$ cat src/rtl/gshare_predictor.sv
// gshare_predictor: 2-bit saturating-counter branch predictor indexed by
// PC xor history. MODE=0 uses one speculative global history register,
// MODE=1 uses a per-PC local history table.
// Both tables are swept to their initial values after every reset release.
// Ports:
//   clk, reset (async, active-low)
//   ready                               - high once the init sweep is done
//   lookup_valid, lookup_pc             - prediction request
//   pred_valid, pred_taken,
//   pred_index, pred_hist               - registered prediction result
//   update_valid, update_pc,
//   update_index, update_hist,
//   update_taken, update_mispredict     - resolved-branch training request
module gshare_predictor #(
  parameter int unsigned PC_W   = 6,
  parameter int unsigned IDX_W  = 6,
  parameter int unsigned HIST_W = 6,
  parameter int unsigned MODE   = 0
) (
  input  logic              clk,
  input  logic              reset,
  output logic              ready,
  input  logic              lookup_valid,
  input  logic [PC_W-1:0]   lookup_pc,
  output logic              pred_valid,
  output logic              pred_taken,
  output logic [IDX_W-1:0]  pred_index,
  output logic [HIST_W-1:0] pred_hist,
  input  logic              update_valid,
  input  logic [PC_W-1:0]   update_pc,
  input  logic [IDX_W-1:0]  update_index,
  input  logic [HIST_W-1:0] update_hist,
  input  logic              update_taken,
  input  logic              update_mispredict
);

  localparam int unsigned DEPTH = 1 << IDX_W;

  typedef enum logic {ST_INIT, ST_RUN} state_t;

  state_t              r_state;
  logic [IDX_W-1:0]    r_init_cnt;
  logic [HIST_W-1:0]   r_ghr;
  logic [1:0]          r_ctr [DEPTH];

  logic                w_run;
  logic                w_lookup_acc;
  logic                w_update_acc;
  logic [IDX_W-1:0]    w_lookup_idx;
  logic [IDX_W-1:0]    w_update_pc_idx;
  logic [HIST_W-1:0]   w_hist;
  logic [HIST_W-1:0]   w_ghr_next;
  logic [IDX_W-1:0]    w_index;
  logic [1:0]          w_ctr_rd;
  logic                w_pred;
  logic [1:0]          w_ctr_old;
  logic [1:0]          w_ctr_next;
  logic                w_unused;

  // Requests are only honoured once the init sweep has finished
  assign w_run           = (r_state == ST_RUN);
  assign w_lookup_acc    = w_run & lookup_valid;
  assign w_update_acc    = w_run & update_valid;
  assign w_lookup_idx    = lookup_pc[IDX_W-1:0];
  assign w_update_pc_idx = update_pc[IDX_W-1:0];

  // Index hashing and counter read (pre-edge value, no update bypass)
  assign w_index  = w_lookup_idx ^ IDX_W'(w_hist);
  assign w_ctr_rd = r_ctr[w_index];
  assign w_pred   = w_ctr_rd[1];

  // Saturating counter training
  assign w_ctr_old  = r_ctr[update_index];
  assign w_ctr_next = update_taken ? ((w_ctr_old == 2'd3) ? 2'd3 : w_ctr_old + 2'd1)
                                   : ((w_ctr_old == 2'd0) ? 2'd0 : w_ctr_old - 2'd1);

  // Some request fields are meaningful in only one MODE
  assign w_unused = ^{lookup_pc, update_pc, update_hist, update_mispredict};

  generate
    if (MODE == 0) begin : g_global
      assign w_hist = r_ghr;
      // Mispredict recovery takes priority over the speculative shift
      assign w_ghr_next = (w_update_acc & update_mispredict) ? {update_hist[HIST_W-2:0], update_taken}
                        : w_lookup_acc                      ? {r_ghr[HIST_W-2:0], w_pred}
                        :                                     r_ghr;
    end else begin : g_local
      logic [HIST_W-1:0] r_lht [DEPTH];

      assign w_hist     = r_lht[w_lookup_idx];
      assign w_ghr_next = r_ghr;

      // Local history table: RAM-style, no reset
      always_ff @(posedge clk) begin
        if (r_state == ST_INIT) begin
          r_lht[r_init_cnt] <= '0;
        end else if (w_update_acc) begin
          r_lht[w_update_pc_idx] <= {r_lht[w_update_pc_idx][HIST_W-2:0], update_taken};
        end
      end
    end
  endgenerate

  // Counter table: RAM-style, no reset
  always_ff @(posedge clk) begin
    if (r_state == ST_INIT) begin
      r_ctr[r_init_cnt] <= 2'b01;
    end else if (w_update_acc) begin
      r_ctr[update_index] <= w_ctr_next;
    end
  end

  // Init/run FSM, global history and registered prediction outputs
  always_ff @(posedge clk or negedge reset) begin
    if (!reset) begin
      r_state    <= ST_INIT;
      r_init_cnt <= '0;
      r_ghr      <= '0;
      ready      <= 1'b0;
      pred_valid <= 1'b0;
      pred_taken <= 1'b0;
      pred_index <= '0;
      pred_hist  <= '0;
    end else begin
      pred_valid <= 1'b0;
      case (r_state)
        ST_INIT: begin
          r_init_cnt <= r_init_cnt + IDX_W'(1);
          if (&r_init_cnt) begin
            r_state <= ST_RUN;
            ready   <= 1'b1;
          end
        end
        ST_RUN: begin
          r_ghr <= w_ghr_next;
          if (w_lookup_acc) begin
            pred_valid <= 1'b1;
            pred_taken <= w_pred;
            pred_index <= w_index;
            pred_hist  <= w_hist;
          end
        end
      endcase
    end
  end

endmodule

$ cat config.mk
export PLATFORM = sky130hd
export DESIGN_NAME = gshare_predictor
export DESIGN_NICKNAME = d
export VERILOG_FILES = /design/src/rtl/gshare_predictor.sv
export SDC_FILE = /design/constraint.sdc
export NUM_CORES = 1
export LEC_CHECK = 0
export BUFFER_PORTS_ARGS = -buffer_cell sky130_fd_sc_hd__buf_2
export CORE_UTILIZATION = 45
export CTS_CLUSTER_SIZE = 30
export DETAILED_ROUTE_END_ITERATION = 6
export PLACE_DENSITY = 0.74
export SYNTH_ARGS = -nofsm -noshare
export SYNTH_HDL_FRONTEND = slang
export SYNTH_SLANG_ARGS = --single-unit
$ cat constraint.sdc
create_clock -name clk -period 9.2 [get_ports clk]
set_input_delay 0.92 -clock clk [delete_from_list [all_inputs] [get_ports clk]]
set_output_delay 0.92 -clock clk [all_outputs]
set_load 0.01 [all_outputs]
==> run metrics, run 1 <==
status finished, final reports clean; Cell Area, Synth 7260 µm²; max_slew headroom 46.8%; Area after DPL 7680 µm²; Syn Area/Cell 15.5 µm²; HP Class register to register; Worst Setup SP update_index[1]; post-synthesis sequential area ratio 62.6%; die footprint 16,600 µm²; CTS max path bufs 2; clock sinks 156; final core utilization 52.3%; largest cells by area after synthesis edfxtp_1 (53%), mux4_2 (11%), dfrtp_1 (9.7%); post-route design area 8280 µm²; DR vias/cell 5.98; layout cells sized above 1 26.7%; Buf/Inv on CP 3; r2r endpoint r_ctr[51][1]; crit share post-route 42.9%; cell with the most instances after synthesis edfxtp_1; Post-CTS Setup Bufs 0; H-tree Lvls 4; # port buffers 37; routability congestion estimate 0.830; number of flops mapped to enable cells by yosys 128; Final Hold Vio Count 0; #FFs+latches synth 156; Tightest Pin Transition 798 ps; synth unique cells 51; crit path time final 3940 ps; Layout Nets 540; WL per Instance 21.7 µm; Cells after DPL 706; I/O pin total 45; worst skew pair latency 440 ps; final setup fails 0; Mapped Nets 499; Worst VDD drop 125 µV; FP Rows 46; reg-to-reg slack, setup 6110 ps; Max-cap violations 0; GR Overflow Total 0; total power divided by cell area 184 nW/µm²; setup TNS 0 ps; Detailed Place HPWL 10.3 mm; Critical Path RT 9420 ps; share of flip-flops with an asynchronous set or reset 17.9%; initial core utilization 45.9%; Yosys top cell by area edfxtp_1; initial antenna violation count 0; Static Leak 2.57 nW; DR iter-0 viols 414; vias in the first global route 4,490; post-cts repair resize count 0; CP endpoint r_ctr[51][1]; n_diodes 0; Most used DFF post-synth edfxtp_1; Critical Path Slowest Stage Cell a21oi_4; clk_skew 9.62 ps; CTS tree yes; critical path peak fanout 40; CP arrival 4160 ps; DP Worst Slack 4810 ps; Post-synth top cells edfxtp_1 (128), nor2_1 (72), mux4_2 (37); Tot GR Track Use 21.0%; Final Non-Filler Cells 737; DRC 0; first-pass GRT wire length 24.9 mm; Die Wd 129 µm; CP delay by family, top compound AO/OA/AOI/OAI gates; TritonCTS Buffers 17; TritonRoute pass-1 iters 5; Syn. warnings 0; WP depth 10; Worst Setup Start Kind input pin; slowest stage delay, CP 590 ps; clock root buffer clkbuf_16; core area 15,800 µm²; RSZ-0062 raised after global routing false; Die H 129 µm; detailed-route via count 4,404; synthesis-to-finish area growth 14.1%; worst r2r path cells 8; WS Path Type input pin to register; worst path cell trace buf_2, buf_4, mux2i_1, mux4_2, a221oi_2, o221ai_2, a21oi_4, nand2_1, a21oi_4, buf_4; Yosys top cell area share 53.0%; DRT antenna net count 0; Cells after Synth 468; Total Routed Length 16.0 mm; # hold bufs at CTS 0; Clock transition at path regs 60 ps; setup ws final 5260 ps; FMAX 0.254 GHz; RR Startpoint r_ctr[39][1]; largest net degree at the start of global routing 61; Final Max Tran Viols 0; Worst setup EP type register
[cell families (layout without fill, tap and decap cells)]
kind of cell | after synthesis | after routing | synth area share (%)
AOI/OAI and AO/OA | 52 | 52 | 5.19
xor gates and xnor gates | 12 | 12 | 1.55
adders and majority gates | 1 | 1 | 0.172
buffers and inverters | 25 | 78 | 1.81
DFF | 156 | 156 | 62.6
muxes | 89 | 89 | 21.0
and+or+nand+nor | 133 | 133 | 7.67
[flip-flops by register name, indices dropped and copies added (netlist names)]
name,flops
r_state,1
r_ctr,128
pred_index,6
pred_taken,1
r_init_cnt,6
r_ghr,6
pred_hist,6
pred_valid,1
ready,1
[through the flow]
stage / power [mW] / hold slack, ps
after floorplan: 0.801 / 486
after global placement: 0.817 / 459
after detailed placement: 0.818 / 479
after CTS: 1.53 / 496
after global routing: 1.56 / 510
final: 1.52 / 483
[worst reg2reg max path, delay by kind of cell (launching register included)]
kind	cells	cell delay (ps)
flops	1	370
buf+inv	1	430
compound gates	4	1340
mux	2	600
simple gates	1	130
[cells in the final DEF, fill, tap and decap left out, types with 5 or more instances in the layout]
cell type	Yosys	layout
nand2b_1	7	7
mux2_2	19	19
edfxtp_1	128	128
mux4_1	9	9
xnor2_1	7	6
mux2i_1	24	24
o21ai_0	13	13
dfrtp_1	28	28
clkbuf_16	0	17
nand2_1	34	34
nand3_1	6	6
buf_2	5	37
buf_4	2	6
mux4_2	37	37
nor2_1	72	72
o21a_1	5	5
[report_power, final]
part           total (mW)  internal [mW]  leakage (nW)  switching [mW]
Clock               0.721          0.451         0.286           0.270
Combinational      0.0486         0.0195          1.01          0.0292
Sequential          0.755          0.755          1.28               0
[per-layer routing]
| layer | global-route usage (%) | wire (µm) |
|---|---|---|
| met4 | 9.62 | 444 |
| met3 | 5.74 | 1170 |
| met2 | 35.7 | 8110 |
| met1 | 24.9 | 6270 |
| met5 | 0 | 0 |
[worst min path at each step]
stage / start / end / slack, ps / cells after the start
floorplan: r_init_cnt[5] / r_init_cnt[5] / 490 / 1
global placement: ready / ready / 460 / 1
detailed placement: ready / ready / 480 / 1
CTS: reset / ready / 500 / 1
global route: pred_index[4] / pred_index[4] / 510 / 2
finish: ready / ready / 480 / 1
[cell type report]
| class | instances | area [µm²] |
|---|---|---|
| inverters | 4 | 15.0 |
| well taps | 216 | 270 |
| clock buffers | 20 | 437 |
| fillers | 1269 | 7540 |
| repair buffers | 43 | 230 |
| multi-input cells | 287 | 2620 |
| clock inverters | 11 | 170 |
| flip-flops and latches | 156 | 4540 |
Power figures use the tool's default switching activity.
==> run 2: changes to the inputs <==
--- a/config.mk
+++ b/config.mk
@@ -9,7 +9,7 @@
 export CORE_UTILIZATION = 45
 export CTS_CLUSTER_SIZE = 30
 export DETAILED_ROUTE_END_ITERATION = 6
-export PLACE_DENSITY = 0.74
+export PLACE_DENSITY = 0.76
 export SYNTH_ARGS = -nofsm -noshare
 export SYNTH_HDL_FRONTEND = slang
 export SYNTH_SLANG_ARGS = --single-unit
==> constraint.sdc (replaced) <==
create_clock -name clk -period 3.4 [get_ports clk]
set_input_delay 0.34 -clock clk [delete_from_list [all_inputs] [get_ports clk]]
set_output_delay 0.34 -clock clk [all_outputs]
set_load 0.01 [all_outputs]
==> run 2 against run 1 <==
Net effect: register-to-register slack got worse by 5400 ps; wire length down 0.44%; sequential share of layout area decreased by 0.45 points.
==> run metrics, run 2 (synthesized netlist as in run 1, its figures left out) <==
GR Overflow Total 0; I/O pin total 45; synthesis-to-finish area growth 15.1%; total power divided by cell area 466 nW/µm²; Critical Path RT 3640 ps; Cells after DPL 717; worst path cell trace buf_2, mux2_2, mux4_2, o221ai_1, a2bb2oi_1, a31o_2, a21oi_1, o21ai_4, buf_4; CP endpoint r_ctr[48][0]; Static Leak 2.62 nW; DR vias/cell 5.82; Final Non-Filler Cells 750; clk_skew 8.43 ps; worst skew pair latency 430 ps; Layout fillers 1,264; CTS max path bufs 2; Final Max Tran Viols 0; DR iter-0 viols 424; CTS tree yes; Total Power 3.89 mW; TritonRoute pass-1 iters 5; core area 15,800 µm²; WP depth 9; layout cells sized above 1 27.9%; detailed-route via count 4,362; RSZ-0062 raised after global routing false; vias in the first global route 4,482; Worst setup EP type register; Detailed Place HPWL 10.8 mm; status finished, final reports clean; Total Routed Length 15.9 mm; DRC 0; Die Wd 129 µm; commonest non-fill, non-tap cell in the layout edfxtp_1; r2r endpoint r_ctr[48][0]; commonest cells after routing, fill and taps aside edfxtp_1 (128), nor2_1 (72), mux4_2 (37), buf_2 (37), nand2_1 (34); Worst Setup Start Kind input pin; Worst Setup SP update_index[1]; HP Class input pin to register; Post-CTS Setup Bufs 0; crit path time final 2710 ps; FP Rows 46; WL per Instance 21.2 µm; crit share post-route 79.6%; FF/Latch Area 4540 µm²; H-tree Lvls 4; DRT antenna net count 0; Fin Hold WS 112 ps; Buf/Inv on CP 2; number of flip-flops under the largest register name 128; Die H 129 µm; largest net degree at the start of global routing 41; max_slew headroom 56.0%; CP delay by family, top compound AO/OA/AOI/OAI gates; slowest stage delay, CP 510 ps; first-pass GRT wire length 25.0 mm; area of the multi-input gates 2620 µm²; # port buffers 37; post-cts repair resize count 0; Tot GR Track Use 21.2%; worst r2r path cells 8; Clock transition at path regs 60 ps; Final Hold Vio Count 0; TritonCTS Buffers 17; Top reg by flops r_ctr; routability congestion estimate 0.873; # hold bufs at CTS 1; reg-to-reg slack, setup 700 ps; Layout Nets 552; WS Path Type input pin to register; FMAX 0.370 GHz; Max-cap violations 0; die footprint 16,600 µm²; initial core utilization 45.9%; RR Startpoint r_ctr[61][0]; clock sinks 156; Critical Path Slowest Stage Cell mux4_2; Worst VDD drop 369 µV; critical path peak fanout 24; clock root buffer clkbuf_16; CP arrival 2950 ps; final setup fails 0; n_diodes 0; setup TNS 0 ps; initial antenna violation count 0; Tightest Pin Transition 659 ps
-- run 2: through the flow --
stage,area [µm²],util (%),setup slack [ps]
6_report,8350,52.8,694
5_1_grt,8350,52.8,566
4_1_cts,8350,52.8,704
3_5_place_dp,7810,49.3,290
2_1_floorplan,7270,-,0.130
3_3_place_gp,7810,49.3,360
-- run 2: worst min path at each step --
stage,start,to,slack (ps),depth (start not counted)
global route,update_hist[2],r_ghr[3],130,3
global placement,reset,ready,370,1
finish,update_hist[1],r_ghr[2],110,3
CTS,update_hist[1],r_ghr[2],100,3
detailed placement,reset,pred_index[2],380,1
floorplan,reset,pred_hist[0],40,0
-- run 2: area by class of cell --
type / instances / share of cell area, %
Clock inverter: 15 / 1.29
Sequential cell: 156 / 54.4
Tap cell: 216 / 3.24
Clock buffer: 17 / 5.09
Timing Repair Buffer: 55 / 4.46
Multi-Input combinational cell: 287 / 31.3
Inverter: 4 / 0.180
-- run 2: routing by layer --
| layer | routed length, µm | global-route usage [%] |
|---|---|---|
| met1 | 6400 | 26.2 |
| met3 | 1080 | 4.78 |
| met2 | 8020 | 35.8 |
| met4 | 412 | 9.34 |
| met5 | 0 | 0 |
-- run 2: worst min-delay path, cell delays in order --
cell,delay [ps]
buf_2,70
nand2_1,40
o21ai_0,50
-- run 2: where the power goes --
| part | switching [mW] | internal, mW | leakage [nW] | total [mW] |
|---|---|---|---|---|
| combinational | 0.0810 | 0.0600 | 1.08 | 0.141 |
| clock | 0.725 | 0.986 | 0.264 | 1.71 |
| sequential | 0 | 2.04 | 1.28 | 2.04 |
==> run 3: changes to the inputs <==
--- a/config.mk
+++ b/config.mk
@@ -5,11 +5,12 @@
 export SDC_FILE = /design/constraint.sdc
 export NUM_CORES = 1
 export LEC_CHECK = 0
+export ABC_AREA = 1
 export BUFFER_PORTS_ARGS = -buffer_cell sky130_fd_sc_hd__buf_2
 export CORE_UTILIZATION = 45
 export CTS_CLUSTER_SIZE = 30
 export DETAILED_ROUTE_END_ITERATION = 6
-export PLACE_DENSITY = 0.76
+export PLACE_DENSITY = 0.74
 export SYNTH_ARGS = -nofsm -noshare
 export SYNTH_HDL_FRONTEND = slang
 export SYNTH_SLANG_ARGS = --single-unit
==> constraint.sdc (replaced) <==
create_clock -name clk -period 2.6 [get_ports clk]
set_input_delay 0.26 -clock clk [delete_from_list [all_inputs] [get_ports clk]]
set_output_delay 0.26 -clock clk [all_outputs]
set_load 0.01 [all_outputs]
==> run 3 against run 2 <==
Net effect: via count grew 42%; clock skew is essentially flat; hold slack lost 40 ps; wire length grew 22%; sequential power grew 31%; synthesized cell count grew 84%; power grew 45%; die area grew 6.1%; sequential share of layout area shrank 3.3 points; utilization grew 0.68 points; global-route usage grew 2.0 points; critical endpoint is now r_ctr[38][1]; highest routed layer unchanged.
==> run metrics, run 3 <==
status finished, final reports clean; # port buffers 37; layout cells sized above 1 12.4%; routability congestion estimate 0.975; Die Wd 133 µm; Syn Area/Cell 8.96 µm²; commonest cells after routing, fill and taps aside nand2_1 (257), nand3_1 (177), edfxtp_1 (128); number of flip-flops under the largest register name 128; #FFs+latches synth 156; CTS max path bufs 2; Critical Path RT 2720 ps; commonest non-fill, non-tap cell in the layout nand2_1; sw frac 21.0%; Worst Setup Start Kind register; number of flops mapped to enable cells by yosys 128; DR top layer met4; Layout fillers 1,475; n_diodes 0; largest cells by area after synthesis edfxtp_1 (50%), nand2_1 (13%), nand3_1 (12%); Tot GR Track Use 23.2%; worst skew pair latency 430 ps; switching power of the nets 1.19 mW; DP Worst Slack 291 ps; Worst setup EP type register; DRC 0; DRT antenna net count 0; WS Path Type register to register; first-pass GRT wire length 30.6 mm; XOR/XNOR share of the synthesized area 1.45%; TritonRoute pass-1 iters 5; GR Overflow Total 0; DR iter-0 viols 535; mux cell area share after synthesis 0%; post-synthesis sequential area ratio 59.0%; largest net degree at the start of global routing 39; combinational power share 6.0%; RSZ-0062 raised after global routing false; area share of fa/ha/maj cells after synthesis 0.162%; Clock transition at path regs 60 ps; detailed-route via count 6,195; Yosys top cell area share 49.9%; met3 WL 1.72 mm; vias in the first global route 5,868; die footprint 17,600 µm²; met2 WL 9.22 mm; Most used DFF post-synth edfxtp_1; cell with the most instances after synthesis nand2_1; synth unique cells 35; Post-synth top cells nand2_1 (257), nand3_1 (178), edfxtp_1 (128); H-tree Lvls 4; post-synthesis simple-gate area fraction 29.1%; Mapped Nets 891; core area 16,600 µm²; share of flip-flops with an asynchronous set or reset 17.9%; HP Class input pin to register; CP arrival 2400 ps; max_slew headroom 53.6%; Final Hold Vio Count 0; synthesis-to-finish area growth 15.4%; FP Rows 47; Syn. warnings 0; Tightest Pin Transition 689 ps; post-route design area 8890 µm²; I/O pin total 45; Layout Nets 942; clock sinks 156; Die H 133 µm; clk_skew 8.84 ps; total power divided by cell area 636 nW/µm²; sequential share of power 47.2%; TritonCTS Buffers 17; clock power share 46.8%; final setup fails 0; crit path time final 2280 ps; Cell Area, Synth 7700 µm²; main combinational cell family by area after synthesis simple AND/OR/NAND/NOR gates; Worst VDD drop 576 µV; initial antenna violation count 0; Area after DPL 8260 µm²; initial core utilization 46.3%; clock root buffer clkbuf_16; Final Max Tran Viols 0; FMAX 0.439 GHz; critical path peak fanout 11; WL per Instance 17.0 µm; Max-cap violations 0; setup TNS 0 ps; met1 WL 7.93 mm; setup ws final 320 ps; Fin Hold WS 71.9 ps; Static Leak 3.91 nW; Total Power 5.66 mW; DR vias/cell 5.42; Cells after Synth 860; Cell Int Power 4.47 mW; Synth Area in Compound Gates 3.26%; Yosys top cell by area edfxtp_1; Top reg by flops r_ctr; Total Routed Length 19.5 mm; Detailed Place HPWL 12.6 mm; crit share post-route 87.7%; post-cts repair resize count 0; CTS tree yes
==> run 3: changes by cell type after synthesis, moves of 6 or more <==
cell,previous run,this run
nand2_1,34,257
mux4_1,9,0
nand4_1,0,6
nor4_1,0,6
nor2_1,72,61
nand3_1,6,178
mux4_2,37,0
buf_2,5,20
inv_1,3,84
nand2b_1,7,0
mux2i_1,24,0
mux2_2,19,0
o21ai_0,13,24
==> run 3: per-stage QoR <==
stage               utilization [%]  std cells
floorplan                         -        860
global placement               49.6       1111
detailed placement             49.6       1111
CTS                            53.4       1144
global route                   53.4       1144
finish                         53.4       1144
==> run 3: area by class of cell <==
type | count | area [µm²] | area share, %
flip-flops and latches | 156 | 4540 | 51.1
clock buffers | 19 | 433 | 4.87
inverters | 91 | 342 | 3.84
repair buffers | 69 | 478 | 5.37
multi-input cells | 576 | 2630 | 29.5
well taps | 220 | 275 | 3.09
clock inverters | 13 | 196 | 2.21
==> run 3: cells by family (layout without fill, tap and decap cells) <==
family,after synthesis,after routing
compound gates,44,44
xor+xnor,11,11
fa+ha+maj,1,1
buf+inv,128,192
flops,156,156
simple gates,520,520
==> run 3: critical path, stage by stage (launching register included) <==
cell     delay [ps]
dfrtp_1         420
nand2_4         170
inv_2           100
or2_2           290
o21ai_0         210
inv_1           140
nor2_1          150
nand2_1         210
nor2_1          280
==> run 3: final timing paths <==
path                                 from       endpoint  slack [ps]  depth (start not counted)
max                               r_state   r_ctr[38][1]         320                          8
min                        update_hist[1]       r_ghr[2]          70                          3
min reg2reg                         ready          ready         470                          1
min in group asynchronous           reset  pred_index[1]         390                          2
max reg2reg                       r_state   r_ctr[38][1]         320                          8
max in group asynchronous           reset   pred_hist[2]        1810                          2
==> run 3: repair_timing <==
action	CTS	global route
setup buffers	0	0
endpoints found under the hold margin	28	0
endpoints found under the setup margin	0	0
hold buffers	1	0
==> run 3: power by group through the flow <==
stage          clock [mW]  combinational, mW  sequential [mW]
2_1_floorplan           0              0.216             2.72
4_1_cts              2.67              0.337             2.67
3_3_place_gp            0              0.330             2.72
5_1_grt              2.78              0.372             2.67
6_report             2.65              0.340             2.67
3_5_place_dp            0              0.333             2.72
==> run 3: routing by layer <==
layer  track usage [%]  up-vias
met5                 0        -
li1                  -     2979
met3              6.55       44
met2              37.2      284
met4              10.2        0
met1              29.3     2888
